[src/rtl/dma_sram_rd_pkg.sv]
`default_nettype none
// ============================================================================
// Module   : dma_sram_rd_pkg
// Purpose  : Shared definitions for the DMA SRAM read path.
//            - Bit positions of the 2-bit stream info field (first/last),
//              identical to the address generator's encoding.
//            - Default address/data widths.
//            - Ceiling-log2 helper for FIFO pointer sizing.
// Revision : 1.0  initial release
// ============================================================================
package dma_sram_rd_pkg;

  localparam int c_flag_first = 0;
  localparam int c_flag_last  = 1;
  localparam int c_flag_w     = 2;

  localparam int c_def_aw = 14;
  localparam int c_def_dw = 32;

  // Smallest r with 2**r >= value; used on constants only.
  function automatic int clog2(input int value);
    int result;
    result = 0;
    for (int i = 0; i < 31; i++) begin
      if ((1 << i) < value) result = i + 1;
    end
    return result;
  endfunction

endpackage
`default_nettype wire

[src/rtl/dma_sram_rd_fifo.sv]
`default_nettype none
// ============================================================================
// Module   : dma_sram_rd_fifo
// Purpose  : Small synchronous FIFO holding data words plus stream flags.
//            Push and pop may occur in the same cycle. Pointers carry one
//            extra wrap bit, so count = wr_ptr - rd_ptr covers 0..DEPTH
//            (full <=> wrap bits differ and index bits match).
// Ports    : clk, rst_n      clock / async active-low reset
//            push, push_data write one entry
//            pop             discard the head entry (ignored when empty)
//            head_data       current head entry (undefined when count==0)
//            count           number of stored entries
// Revision : 1.0  initial release
// ============================================================================
module dma_sram_rd_fifo
  import dma_sram_rd_pkg::*;
#(
  parameter int W     = 34,
  parameter int DEPTH = 4
) (
  input  logic                    clk,
  input  logic                    rst_n,
  input  logic                    push,
  input  logic [W-1:0]            push_data,
  input  logic                    pop,
  output logic [W-1:0]            head_data,
  output logic [clog2(DEPTH):0]   count
);

  localparam int c_iw = clog2(DEPTH);
  localparam int c_pw = c_iw + 1;

  logic [W-1:0]    r_mem [DEPTH];
  logic [c_pw-1:0] r_wr_ptr;
  logic [c_pw-1:0] r_rd_ptr;
  logic            w_pop;

  assign count     = r_wr_ptr - r_rd_ptr;
  assign w_pop     = pop & (count != '0);
  assign head_data = r_mem[r_rd_ptr[c_iw-1:0]];

  always_ff @(posedge clk or negedge rst_n) begin
    if (!rst_n) begin
      r_wr_ptr <= '0;
      r_rd_ptr <= '0;
    end else begin
      if (push)  r_wr_ptr <= r_wr_ptr + 1'b1;
      if (w_pop) r_rd_ptr <= r_rd_ptr + 1'b1;
    end
  end

  // Storage needs no reset: entries are only visible through count.
  always_ff @(posedge clk) begin
    if (push) r_mem[r_wr_ptr[c_iw-1:0]] <= push_data;
  end

endmodule
`default_nettype wire

[src/rtl/dma_sram_rd.sv]
`default_nettype none
// ============================================================================
// Module   : dma_sram_rd
// Purpose  : Turns the DMA address stream into a data stream by reading a
//            single-port SRAM with fixed read latency. A credit scheme
//            reserves a buffer slot for every read before it is issued, so
//            downstream backpressure can never overflow the buffer.
// Ports    : clk, rst_n                      clock / async active-low reset
//            a_addr/a_first/a_last/a_valid/a_ready   address stream in
//            mem_ce/mem_addr/mem_rdata       SRAM read port
//            m_data/m_first/m_last/m_valid/m_ready   data stream out
//            busy                            frame in progress
// Revision : 1.0  initial release
// ============================================================================
module dma_sram_rd
  import dma_sram_rd_pkg::*;
#(
  parameter int AW     = c_def_aw,
  parameter int DW     = c_def_dw,
  parameter int RD_LAT = 1,
  parameter int DEPTH  = 4
) (
  input  logic          clk,
  input  logic          rst_n,
  input  logic [AW-1:0] a_addr,
  input  logic          a_first,
  input  logic          a_last,
  input  logic          a_valid,
  output logic          a_ready,
  output logic          mem_ce,
  output logic [AW-1:0] mem_addr,
  input  logic [DW-1:0] mem_rdata,
  output logic [DW-1:0] m_data,
  output logic          m_first,
  output logic          m_last,
  output logic          m_valid,
  input  logic          m_ready,
  output logic          busy
);

  localparam int            c_pw    = clog2(DEPTH) + 1;
  localparam int            c_fw    = DW + c_flag_w;
  localparam logic [c_pw:0] c_depth = (c_pw + 1)'(DEPTH);

  // Stage k holds the read issued k cycles ago; stage 0 is the SRAM enable
  // itself and stage RD_LAT lines up with mem_rdata.
  logic [RD_LAT:0]     r_stg_v;
  logic [RD_LAT:0]     r_stg_f;
  logic [RD_LAT:0]     r_stg_l;
  logic [AW-1:0]       r_mem_addr;
  logic [c_pw-1:0]     r_inflight;
  logic                r_ready_en;
  logic                r_busy;

  logic [c_pw-1:0]     w_count;
  logic [c_pw:0]       w_credits;
  logic                w_accept;
  logic                w_land;
  logic                w_pop;
  logic [c_flag_w-1:0] w_land_flags;
  logic [c_fw-1:0]     w_head;

  // Credits depend on registered state only, never on m_ready.
  assign w_credits = c_depth - {1'b0, w_count} - {1'b0, r_inflight};
  assign a_ready   = r_ready_en & (w_credits != '0);
  assign w_accept  = a_valid & a_ready;
  assign w_land    = r_stg_v[RD_LAT];
  assign m_valid   = (w_count != '0);
  assign w_pop     = m_valid & m_ready;

  assign mem_ce    = r_stg_v[0];
  assign mem_addr  = r_mem_addr;
  assign busy      = r_busy;

  // Head fields are gated so the outputs read zero whenever nothing is valid.
  assign m_data    = m_valid ? w_head[c_fw-1:c_flag_w] : '0;
  assign m_first   = m_valid & w_head[c_flag_first];
  assign m_last    = m_valid & w_head[c_flag_last];

  always_comb begin
    w_land_flags               = '0;
    w_land_flags[c_flag_first] = r_stg_f[RD_LAT];
    w_land_flags[c_flag_last]  = r_stg_l[RD_LAT];
  end

  always_ff @(posedge clk or negedge rst_n) begin
    if (!rst_n) begin
      r_stg_v    <= '0;
      r_stg_f    <= '0;
      r_stg_l    <= '0;
      r_mem_addr <= '0;
      r_inflight <= '0;
      r_ready_en <= 1'b0;
    end else begin
      r_stg_v    <= {r_stg_v[RD_LAT-1:0], w_accept};
      r_stg_f    <= {r_stg_f[RD_LAT-1:0], w_accept & a_first};
      r_stg_l    <= {r_stg_l[RD_LAT-1:0], w_accept & a_last};
      // Landing moves a credit from in-flight to buffer: no net change.
      r_inflight <= r_inflight + c_pw'(w_accept) - c_pw'(w_land);
      r_ready_en <= 1'b1;
      if (w_accept) r_mem_addr <= a_addr;
    end
  end

  // A new frame starting on the cycle the previous one ends keeps busy set.
  always_ff @(posedge clk or negedge rst_n) begin
    if (!rst_n) begin
      r_busy <= 1'b0;
    end else if (w_accept & a_first) begin
      r_busy <= 1'b1;
    end else if (w_pop & m_last) begin
      r_busy <= 1'b0;
    end
  end

  dma_sram_rd_fifo #(
    .W     (c_fw),
    .DEPTH (DEPTH)
  ) u_fifo (
    .clk       (clk),
    .rst_n     (rst_n),
    .push      (w_land),
    .push_data ({mem_rdata, w_land_flags}),
    .pop       (w_pop),
    .head_data (w_head),
    .count     (w_count)
  );

endmodule
`default_nettype wire
[config.mk]
export PLATFORM = sky130hd
export DESIGN_NAME = dma_sram_rd
export DESIGN_NICKNAME = d
export VERILOG_FILES = /design/src/rtl/dma_sram_rd_pkg.sv /design/src/rtl/dma_sram_rd_fifo.sv /design/src/rtl/dma_sram_rd.sv
export SDC_FILE = /design/constraint.sdc
export NUM_CORES = 1
export LEC_CHECK = 0
export CAP_MARGIN = 5
export CORE_MARGIN = 2
export CORE_UTILIZATION = 50
export CTS_BUF_LIST = sky130_fd_sc_hd__clkbuf_4 sky130_fd_sc_hd__clkbuf_8
export CTS_CLUSTER_SIZE = 24
export DETAILED_ROUTE_END_ITERATION = 10
export PLACE_DENSITY = 0.87
export SLEW_MARGIN = 20
export SYNTH_ARGS = -nofsm -noshare
export SYNTH_HDL_FRONTEND = slang
export SYNTH_SLANG_ARGS = --single-unit
[constraint.sdc]
create_clock -name clk -period 14.5 [get_ports clk]
set_input_delay 2.9 -clock clk [delete_from_list [all_inputs] [get_ports clk]]
set_output_delay 2.9 -clock clk [all_outputs]
set_load 0.02 [all_outputs]
==> results by group, run 1 <==
Timing
  – Final Cycle Share: 50.2%
  – Hold_ws: 355 ps
  – RSZ-0062 raised after global routing: no
  – Period minus WS final: 7270 ps
  – Setup Skew: slightly below 9 ps
  – Worst slew pin tran: 942 ps
  – TNS Setup: 0 ps
  – Peak Freq: 137 MHz
  – Final setup fails: 0
  – Slew Viols, Final: 0
  – Max-slew headroom: 37.2%
  – Count of final hold-check violations: 0

Synthesis
  – Post-synth top area share: 62.1%
  – Syn Inst Count: 317
  – Yosys cell types: 29
  – Synth top area cells: edfxtp_1, dfrtp_1, mux4_2
  – Mapped cell area: around 0.0066 mm^2
  – Synth warnings: 0
  – Syn Area/Cell: 20.7 um^2
  – Cell taking the most area after synthesis: edfxtp_1
  – Synthesized Nets: 384
  – Number of synthesized register bits: roughly 170
  – Sequential area share after synthesis: 73.9%

Final layout
  – Area occupied by multi-input gates: about 0.0016 mm^2
  – Antenna diode count: 0
  – Area Overhead vs Synth: 23.9%
  – Share of cells above drive strength 1: around 21%
  – FILL cells: 903
  – Design area: 0.00815 mm^2
  – # nets final: 495
  – Non-filler cells in the finished layout: 611
  – Register area: 0.00486 mm^2

GRT
  – Initial antenna violation count: 0
  – First-pass GRT wire length: 18400 um
  – Pin count of the biggest net entering global routing: 38
  – Number of global-route vias before repair: 3511
  – GRT Util Overall: approximately 17%
  – Global route overflow: 0

Clocking
  – Post-CTS Hold Fix Bufs: 0
  – Clk slew on worst S/H paths: 80 ps
  – Post-cts sizing count: 0
  – Worst-Skew Late Latency: 450 ps
  – CTS tree: yes
  – CTS buffer count: 17
  – Clk sinks: 167
  – Htree depth: 4
  – Clock tree buffer depth: 2
  – # Post-CTS Setup Buffers: 0
  – Root cell of the clock tree: clkbuf_8

Placed design
  – Post-DP HPWL: 6940 um
  – Placed Area: 0.00777 mm^2
  – Gpl congestion: 0.702
  – IO Port Bufs: 103
  – Placed cell count: 581

Worst setup path
  – Worst EP required: 11600 ps
  – Crit path capture type: output port
  – Capturing point of the worst reg2reg path: r_inflight[2]$_DFF_PN0_
  – Worst path arrival time: 4370 ps
  – Reg2reg start: u_fifo.r_rd_ptr[1]$_DFFE_PN0P_
  – R2R cell count: 16
  – CP endpoint: a_ready
  – CP Launch Type: flop
  – Critical-path maximum fanout: 37
  – WS Path Type: reg2out
  – CP startpoint: u_fifo.r_rd_ptr[1]$_DFFE_PN0P_
  – Reg2reg setup slack: 9380 ps

Detailed routing
  – Initial DRC count: roughly 330
  – # DRC: 0
  – Wire per inst: 18.4 um
  – Post-route ant nets: 0
  – DR pass1 iterations: 4
  – Vias per cell: 5.19
  – Final wirelength: 11300 um
  – Vias: 3174

Power and ir drop
  – Pwr Total: 1930 uW
  – Pwr per Cell Area: 237 mW/mm^2
  – Worst vdd ir: 0.180 mV
  – Pleak: about 0.0029 uW

Die
  – Die height: 119 um
  – Core Box Area: 0.0127 mm^2
  – I/O pin count: 104
  – Die Footprint: between 0.01 and 0.015 mm^2
  – Initial Util: 51.7%
  – Die Wd: 119 um
  – Row count: slightly above 40

Worst hold path
  – Hold Crit Class: reg2reg

Outcome
  – Status: finished clean

Run
  – Maxcap violations: 0
==> layout make-up <==
type	count	share of cell area [%]
repair buffers	105	12.8
multi-input cells	124	19.6
well taps	172	2.64
clock buffers	19	3.06
clock inverters	11	1.64
flip-flops and latches	167	59.7
inverters	13	0.599
==> per-layer routing <==
| metal | routed length [um] | track usage, % |
|---|---|---|
| met1 | 4620 | 21.9 |
| met3 | 747 | 6.37 |
| met2 | 5750 | 27.9 |
| met5 | 0 | 0 |
| met4 | 148 | 6.70 |
==> placed cells by master, fill, tap and decap left out <==
master,synthesis,layout
mux4_2,34,34
clkbuf_8,0,17
o21a_1,1,1
xnor3_1,1,1
nor2_4,0,1
clkinvlp_4,0,2
nor2b_1,34,34
xnor2_1,5,5
and2_2,2,6
edfxtp_1,136,136
clkdlybuf4s50_1,0,103
buf_4,0,2
dfrtp_1,31,29
conb_1,1,1
clkinv_1,0,1
o211ai_1,2,2
a22o_2,1,1
dfrtp_2,0,2
nand2b_1,1,1
or3_4,1,1
xor2_1,2,2
clkinv_2,0,5
fa_1,3,3
clkbuf_4,0,2
ha_1,12,12
o21ai_0,2,2
bufinv_16,0,3
inv_1,13,13
mux2_4,5,5
o211a_1,1,1
mux2_2,10,10
nand2_1,1,1
==> sequential cells by signal, indices dropped and copies added (netlist names) <==
signal and flops:
busy 1, mem_addr 14, r_inflight 3, r_ready_en 1
r_stg_f 2, r_stg_l 2, r_stg_v 2, u_fifo.r_mem 136
u_fifo.r_rd_ptr 3, u_fifo.r_wr_ptr 3
==> critical path, cell delays in order (launching register included) <==
cell	delay (ps)
dfrtp_2	950
inv_1	150
fa_1	450
xnor3_1	470
ha_1	320
inv_1	50
fa_1	480
or3_4	340
o21a_1	180
clkdlybuf4s50_1	540
==> worst min path at each step <==
stage,start,end,slack (ps),cells past startpoint
3_5_place_dp,r_stg_l[0]$_DFF_PN0_,r_stg_l[1]$_DFF_PN0_,350,0
6_report,r_stg_l[0]$_DFF_PN0_,r_stg_l[1]$_DFF_PN0_,360,0
4_1_cts,r_stg_l[0]$_DFF_PN0_,r_stg_l[1]$_DFF_PN0_,360,0
3_3_place_gp,r_stg_l[0]$_DFF_PN0_,r_stg_l[1]$_DFF_PN0_,330,0
5_1_grt,r_stg_f[0]$_DFF_PN0_,r_stg_f[1]$_DFF_PN0_,370,0
2_1_floorplan,r_stg_f[0]$_DFF_PN0_,r_stg_f[1]$_DFF_PN0_,330,0
==> cell usage after synthesis <==
| library cell | number |
|---|---|
| buf_12 | 1 |
| edfxtp_1 | 136 |
| nand2_1 | 1 |
| and2_1 | 4 |
| o21a_1 | 1 |
| o211a_1 | 1 |
| xnor3_1 | 1 |
| nor2b_1 | 34 |
| buf_2 | 8 |
| mux4_2 | 34 |
| buf_6 | 1 |
| a22o_2 | 1 |
| xnor2_1 | 5 |
| nand2b_1 | 1 |
| fa_1 | 3 |
| dfrtp_1 | 31 |
| xor2_1 | 2 |
| clkbuf_1 | 2 |
| mux2_4 | 5 |
| inv_1 | 13 |
| o21ai_0 | 2 |
| buf_1 | 1 |
| nor2_2 | 1 |
| o211ai_1 | 2 |
| and2_2 | 2 |
| mux2_2 | 10 |
| ha_1 | 12 |
| conb_1 | 1 |
| or3_4 | 1 |
==> kinds of logic (layout without fill, tap and decap cells) <==
family          after synthesis  in the layout  share of synthesized area [%]
flops                       167            167                           73.9
mux                          49             49                           14.5
simple gates                 44             44                           4.26
buf+inv                      26            148                           2.00
fa+ha+maj                    15             15                           3.20
xor+xnor                      8              8                           1.27
compound gates                7              7                          0.799
other cells                   1              1                         0.0570
==> stage by stage <==
stage                     utilization (%)  setup WS, ps
after floorplan                         -          8470
after global placement               61.0          7700
after detailed placement             61.0          7640
after CTS                            64.1          7120
after global routing                 64.1          6970
final                                64.1          7230
==> power breakdown <==
part	total, uW	switching (uW)	internal (uW)
clock	321	151	170
combinational	927	460	467
sequential	686	59.4	627
total	1930	671	1260
(Power assumes the default switching activity.)
==> run 2: changes to the inputs <==
==> constraint.sdc (replaced) <==
create_clock -name clk -period 6.7 [get_ports clk]
set_input_delay 1.34 -clock clk [delete_from_list [all_inputs] [get_ports clk]]
set_output_delay 1.34 -clock clk [all_outputs]
set_load 0.02 [all_outputs]
==> results by group, run 2 (synthesis gave the netlist of run 1 again) <==
Power and ir drop
  – Pwr per Cell Area: 521 mW/mm^2 (was 237 mW/mm^2)
  – Logic pwr share: 48.0% (was 47.9%)
  – Clock power share: 18.4% (was 16.6%)
  – Worst vdd ir: 0.449 mV (was 0.180 mV)
  – Sw frac: 34.3% (was 34.7%)
  – Sequential power share: 33.6% (was 35.5%)
  – Pint: 2810 uW (was 1260 uW)
  – Net Switching: 1470 uW (was 671 uW)
  – Pleak: 0.00288 uW (was 0.00285 uW)

Detailed routing
  – # DRC: 0 (unchanged)
  – Post-route ant nets: 0 (unchanged)
  – WL met1: 4780 um (was 4620 um)
  – DR pass1 iterations: 4 (unchanged)
  – Initial DRC count: 161 (was 328)
  – Vias: 3211 (was 3174)
  – Vias per cell: 5.24 (was 5.19)
  – Met2 wire length: 5660 um (was 5750 um)
  – Wire per inst: 18.4 um (about the same)
  – Final wirelength: 11300 um (about the same)
  – Met3 wire length: 674 um (was 747 um)
  – Top Metal Used: met4 (unchanged)

Die
  – Initial Util: 51.7% (unchanged)
  – Die Wd: 119 um (unchanged)
  – Row count: 41 (unchanged)
  – Die height: 119 um (unchanged)
  – I/O pin count: 104 (unchanged)
  – Core Box Area: 0.0127 mm^2 (unchanged)
  – Die Footprint: 0.0141 mm^2 (unchanged)

Worst setup path
  – CP Launch Type: flop (unchanged)
  – Crit-path slowest cell: clkdlybuf4s50_1 (was dfrtp_2)
  – WS Path Type: reg2out (unchanged)
  – Worst path arrival time: 3920 ps (was 4370 ps)
  – Cell Chain, Critical Path: inv_1 -> ha_1 -> inv_1 -> fa_1 -> xnor3_1 -> ha_1 -> inv_1 -> fa_1 -> or3_4 -> o21a_1 -> clkdlybuf4s50_1 (was inv_1 -> fa_1 -> xnor3_1 -> ha_1 -> inv_1 -> fa_1 -> or3_4 -> o21a_1 -> clkdlybuf4s50_1)
  – Reg2reg setup slack: 2030 ps (was 9380 ps)
  – CP bufs+invs: 4 (was 3)
  – CP startpoint: u_fifo.r_wr_ptr[0]$_DFFE_PN0P_ (was u_fifo.r_rd_ptr[1]$_DFFE_PN0P_)
  – Top cell by count, worst path: inv_1
  – Worst EP required: 5360 ps (was 11600 ps)
  – CP max stage delay: 540 ps (was 950 ps)
  – Crit path capture type: output port (unchanged)
  – Reg2reg start: u_fifo.r_wr_ptr[0]$_DFFE_PN0P_ (was u_fifo.r_rd_ptr[1]$_DFFE_PN0P_)
  – Critical-path maximum fanout: 5 (was 37)
  – Critical path's top delay family: adder cells (unchanged)

Final layout
  – Share of cells above drive strength 1: 20.9% (was 20.7%)
  – Antenna diode count: 0 (unchanged)
  – Commonest non-fill, non-tap cell in the layout: edfxtp_1 (unchanged)
  – # nets final: 496 (was 495)
  – Register area: 0.00486 mm^2 (unchanged)
  – FILL cells: 884 (was 903)
  – Area occupied by multi-input gates: 0.00159 mm^2 (unchanged)
  – Commonest non-fill, non-tap cells in the layout: edfxtp_1, clkdlybuf4s50_1, mux4_2, nor2b_1, dfrtp_1 (unchanged)
  – Post-layout util: 64.6% (was 64.1%)
  – Max reg flops: 136 (unchanged)
  – Non-filler cells in the finished layout: 613 (was 611)
  – Area Overhead vs Synth: 25.0% (was 23.9%)

Timing
  – TNS Setup: 0 ps (unchanged)
  – Period minus WS final: 5260 ps
  – Slew Viols, Final: 0 (unchanged)
  – Final Cycle Share: 78.5%
  – Max-slew headroom: 35.7% (was 37.2%)
  – Count of final hold-check violations: 0 (unchanged)
  – Worst slew pin tran: 965 ps (was 942 ps)
  – Setup Skew: 7.21 ps (was 8.72 ps)
  – Final setup fails: 0 (unchanged)
  – RSZ-0062 raised after global routing: no (unchanged)
  – Peak Freq: 190 MHz

Placed design
  – Placed cell count: 582 (was 581)
  – IO Port Bufs: 103 (unchanged)
  – Post-DP HPWL: 6880 um (was 6940 um)
  – Gpl congestion: 0.730 (was 0.702)

Clocking
  – Root cell of the clock tree: clkbuf_8 (unchanged)
  – Clk slew on worst S/H paths: 80 ps (about the same)
  – Clk sinks: 167 (unchanged)
  – Post-cts sizing count: 0 (unchanged)
  – Clock tree buffer depth: 2 (unchanged)
  – # Post-CTS Setup Buffers: 0 (unchanged)
  – Worst-Skew Late Latency: 440 ps (was 450 ps)
  – CTS tree: yes (unchanged)
  – CTS buffer count: 17 (unchanged)
  – Post-CTS Hold Fix Bufs: 0 (unchanged)
  – Htree depth: 4 (unchanged)

Worst hold path
  – Hold path start: r_stg_l[0]$_DFF_PN0_ (unchanged)
  – Hold Crit Class: reg2reg (unchanged)

GRT
  – GRT Util Overall: 17.3% (was 17.5%)
  – First-pass GRT wire length: 18100 um (was 18400 um)
  – Number of global-route vias before repair: 3563 (was 3511)
  – Initial antenna violation count: 0 (unchanged)
  – Pin count of the biggest net entering global routing: 37 (was 38)
  – Global route overflow: 0 (unchanged)

Run
  – Maxcap violations: 0 (unchanged)

Outcome
  – Status: finished clean (unchanged)
run 2: power by group through the flow:
stage	Clock (uW)	Sequential [uW]	Combinational, uW
after floorplan	0	1500	1230
after global placement	0	1450	2050
after detailed placement	0	1460	2100
after CTS	804	1440	2100
after global routing	846	1460	2220
final	787	1440	2050
run 2: final cells by class:
type | count | area share (%)
repair buffers | 106 | 12.8
clock buffers | 18 | 2.94
flip-flops and latches | 167 | 59.2
well taps | 172 | 2.62
multi-input cells | 124 | 19.4
inverters | 13 | 0.594
clock inverters | 13 | 2.47
run 2: worst reg2reg max path, stage by stage (launching register included):
cell and delay [ps]:
dfrtp_1 430, inv_1 130, ha_1 160, inv_1 50, fa_1 350, xnor3_1 470
ha_1 320, inv_1 50, fa_1 430, xnor2_1 210, o211a_1 670, inv_1 100
ha_1 310, inv_1 60, ha_1 130, inv_1 40, fa_1 370, xnor2_1 200
xnor2_1 140
run 2: metrics by stage:
stage               total power, uW  instance area [um^2]  worst slack [ps]  hold slack [ps]
floorplan                      2730                  6580              2100              331
global placement               3500                  7770              2000              333
detailed placement             3560                  7770              1890              341
CTS                            4350                  8220              1390              360
global route                   4530                  8220              1250              370
finish                         4280                  8220              1440              356
run 2: path summary, 6_finish.rpt:
| path | endpoint | cells after the start |
|---|---|---|
| min reg2reg | r_stg_l[1]$_DFF_PN0_ | 0 |
| min | r_stg_l[1]$_DFF_PN0_ | 0 |
| max | a_ready | 11 |
| max reg2reg | r_inflight[2]$_DFF_PN0_ | 18 |
| max in group asynchronous | u_fifo.r_rd_ptr[1]$_DFFE_PN0P_ | 2 |
| min in group asynchronous | mem_addr[11]$_DFFE_PN0P_ | 2 |
run 2: layer usage:
layer / vias to the layer above / GRT usage, %
met1: 1651 / 20.9
met4: 0 / 6.99
met5: - / 0
met3: 18 / 5.98
met2: 104 / 28.5
li1: 1438 / -
==> run 3: changes to the inputs <==
--- a/config.mk
+++ b/config.mk
@@ -11,7 +11,7 @@
 export CTS_BUF_LIST = sky130_fd_sc_hd__clkbuf_4 sky130_fd_sc_hd__clkbuf_8
 export CTS_CLUSTER_SIZE = 24
 export DETAILED_ROUTE_END_ITERATION = 10
-export PLACE_DENSITY = 0.87
+export PLACE_DENSITY = 0.9
 export SLEW_MARGIN = 20
 export SYNTH_ARGS = -nofsm -noshare
 export SYNTH_HDL_FRONTEND = slang
==> constraint.sdc (replaced) <==
create_clock -name clk -period 4.5 [get_ports clk]
set_input_delay 0.9 -clock clk [delete_from_list [all_inputs] [get_ports clk]]
set_output_delay 0.9 -clock clk [all_outputs]
set_load 0.02 [all_outputs]
==> results by group, run 3 (synthesis gave the netlist of run 1 again) <==
Final layout
  – Commonest non-fill, non-tap cell in the layout: edfxtp_1 (unchanged)
  – Area Overhead vs Synth: 24.9% (was 25.0%)
  – Share of cells above drive strength 1: 22.4% (was 20.9%)
  – Antenna diode count: 0 (unchanged)
  – # nets final: 500 (was 496)
  – Commonest non-fill, non-tap cells in the layout: edfxtp_1, clkdlybuf4s50_1, mux4_2, nor2b_1, dfrtp_1 (unchanged)
  – Max reg flops: 136 (unchanged)

GRT
  – Global route overflow: 0 (unchanged)
  – Number of global-route vias before repair: 3611 (was 3563)
  – First-pass GRT wire length: 18900 um (was 18100 um)
  – Pin count of the biggest net entering global routing: 37 (unchanged)
  – GRT Util Overall: 18.1% (was 17.3%)
  – Initial antenna violation count: 0 (unchanged)

Worst setup path
  – Critical path's top delay family: adder cells (unchanged)
  – Critical-path maximum fanout: 3 (was 5)
  – WS Path Type: reg2out (unchanged)
  – Top cell by count, worst path: ha_1 (was inv_1)
  – Worst EP required: 3600 ps (was 5360 ps)
  – Worst path arrival time: 3400 ps (was 3920 ps)
  – CP Launch Type: flop (unchanged)
  – CP max stage delay: 460 ps (was 540 ps)
  – CP bufs+invs: 4 (unchanged)
  – Cell Chain, Critical Path: inv_2 -> ha_1 -> inv_1 -> fa_1 -> ha_1 -> inv_1 -> ha_1 -> fa_1 -> or3_4 -> o21a_1 -> dlygate4sd2_1 (was inv_1 -> ha_1 -> inv_1 -> fa_1 -> xnor3_1 -> ha_1 -> inv_1 -> fa_1 -> or3_4 -> o21a_1 -> clkdlybuf4s50_1)
  – Crit path capture type: output port (unchanged)
  – Crit-path slowest cell: fa_1 (was clkdlybuf4s50_1)

Timing
  – Setup WS post-layout: 199 ps (was 1440 ps)
  – Final Cycle Share: between 90% and 100%
  – Period minus WS final: 4300 ps
  – TNS Setup: 0 ps (unchanged)
  – Final setup fails: 0 (unchanged)
  – RSZ-0062 raised after global routing: no (unchanged)
  – Setup Skew: 9.86 ps (was 7.21 ps)
  – Count of final hold-check violations: 0 (unchanged)
  – Slew Viols, Final: 0 (unchanged)
  – Peak Freq: 232 MHz
  – Max-slew headroom: 35.6% (was 35.7%)
  – Worst slew pin tran: 967 ps (was 965 ps)

Worst hold path
  – Hold Crit Class: reg2reg (unchanged)

Placed design
  – Gpl congestion: 0.757 (was 0.730)
  – Post-DP HPWL: 7360 um (was 6880 um)
  – Placement Setup Slack: 258 ps (was 1890 ps)
  – IO Port Bufs: 103 (unchanged)

Clocking
  – CTS buffer count: 17 (unchanged)
  – Htree depth: 4 (unchanged)
  – Clock tree buffer depth: 2 (unchanged)
  – Worst-Skew Late Latency: 440 ps (about the same)
  – Clk sinks: 167 (unchanged)
  – CTS tree: yes (unchanged)
  – Post-CTS Hold Fix Bufs: 0 (unchanged)
  – Root cell of the clock tree: clkbuf_8 (unchanged)
  – Clk slew on worst S/H paths: 80 ps (about the same)

Detailed routing
  – Met3 wire length: 965 um (was 674 um)
  – Met2 wire length: 5940 um (was 5660 um)
  – Vias per cell: 5.23 (was 5.24)
  – # DRC: 0 (unchanged)
  – Wire per inst: 19.0 um (was 18.4 um)
  – Vias: 3230 (was 3211)
  – WL met1: 4780 um (about the same)
  – DR pass1 iterations: 7 (was 4)
  – Initial DRC count: 222 (was 161)
  – Final wirelength: 11800 um (was 11300 um)
  – Top Metal Used: met4 (unchanged)
  – Post-route ant nets: 0 (unchanged)

Die
  – Die Wd: 119 um (unchanged)
  – Initial Util: 51.7% (unchanged)
  – Die height: 119 um (unchanged)
  – I/O pin count: 104 (unchanged)
  – Core Box Area: 0.0127 mm^2 (unchanged)
  – Die Footprint: 0.0141 mm^2 (unchanged)
  – Row count: 41 (unchanged)

Run
  – Maxcap violations: 0 (unchanged)

Power and ir drop
  – Pleak: 0.00290 uW (was 0.00288 uW)
  – Worst vdd ir: 0.537 mV (was 0.449 mV)
  – Pwr per Cell Area: 776 mW/mm^2 (was 521 mW/mm^2)

Outcome
  – Status: finished clean (unchanged)
-- run 3: changes by cell type in the layout (fill, tap and decap cells not counted), moves of 2 or more --
cell        previous run  this run
clkinv_1               2         0
buf_4                  3         6
clkinv_2               1         7
clkinvlp_4             3         0
clkbuf_8              17        20
bufinv_16              5         2
inv_6                  2         0
-- run 3: path summary, 6_finish.rpt --
check	cells past startpoint	start	slack, ps	end
setup / recovery	11	u_fifo.r_wr_ptr[0]$_DFFE_PN0P_	200	a_ready
hold / removal	0	r_stg_l[0]$_DFF_PN0_	370	r_stg_l[1]$_DFF_PN0_
setup reg to reg	18	u_fifo.r_wr_ptr[0]$_DFFE_PN0P_	490	r_inflight[2]$_DFF_PN0_
hold reg to reg	0	r_stg_l[0]$_DFF_PN0_	370	r_stg_l[1]$_DFF_PN0_
max in group asynchronous	2	rst_n	3130	u_fifo.r_rd_ptr[0]$_DFFE_PN0P_
min in group asynchronous	1	rst_n	730	r_stg_l[0]$_DFF_PN0_
-- run 3: worst register-to-register path, cell delays in order (launching register included) --
cell	delay (ps)
dfrtp_1	400
inv_2	80
ha_1	150
inv_1	50
fa_1	460
ha_1	300
inv_1	50
ha_1	200
fa_1	440
or3_4	350
o211a_1	250
inv_1	60
ha_1	220
inv_1	60
ha_1	140
inv_1	50
fa_1	370
xnor2_1	140
xnor2_1	120
-- run 3: area by class of cell --
type	count	area, um^2
sequential	167	4860
fill	891	4510
multi-input combinational	124	1590
timing repair buffer	110	1090
clock buffer	22	290
tap	172	215
clock inverter	10	104
inverter	13	48.8
-- run 3: through the flow --
stage	hold slack, ps	cell area (um^2)	std cells	utilization, %	power (uW)
after detailed placement	355	7810	585	61.4	5410
after global placement	335	7810	585	61.4	5290
after CTS	373	8210	618	64.5	6470
after floorplan	331	6580	317	-	4070
after global routing	379	8210	618	64.5	6720
final	370	8210	618	64.5	6370
-- run 3: layer usage --
layer | GRT usage (%) | vias up
li1 | - | 1454
met1 | 21.9 | 1638
met2 | 29.7 | 131
met3 | 7.00 | 7
met4 | 6.18 | 0
met5 | 0 | -
-- run 3: repair_timing --
| action | in CTS | in global routing |
|---|---|---|
| gates cloned | 0 | 0 |
| pin swaps | 0 | 1 |
| resized for setup | 2 | 0 |
| setup buffers | 1 | 0 |
| endpoints found under the setup margin | 1 | 1 |
-- run 3: report_power, final --
group	switching (uW)	internal (uW)
sequential	129	2020
combinational	1620	1560
clock	488	544
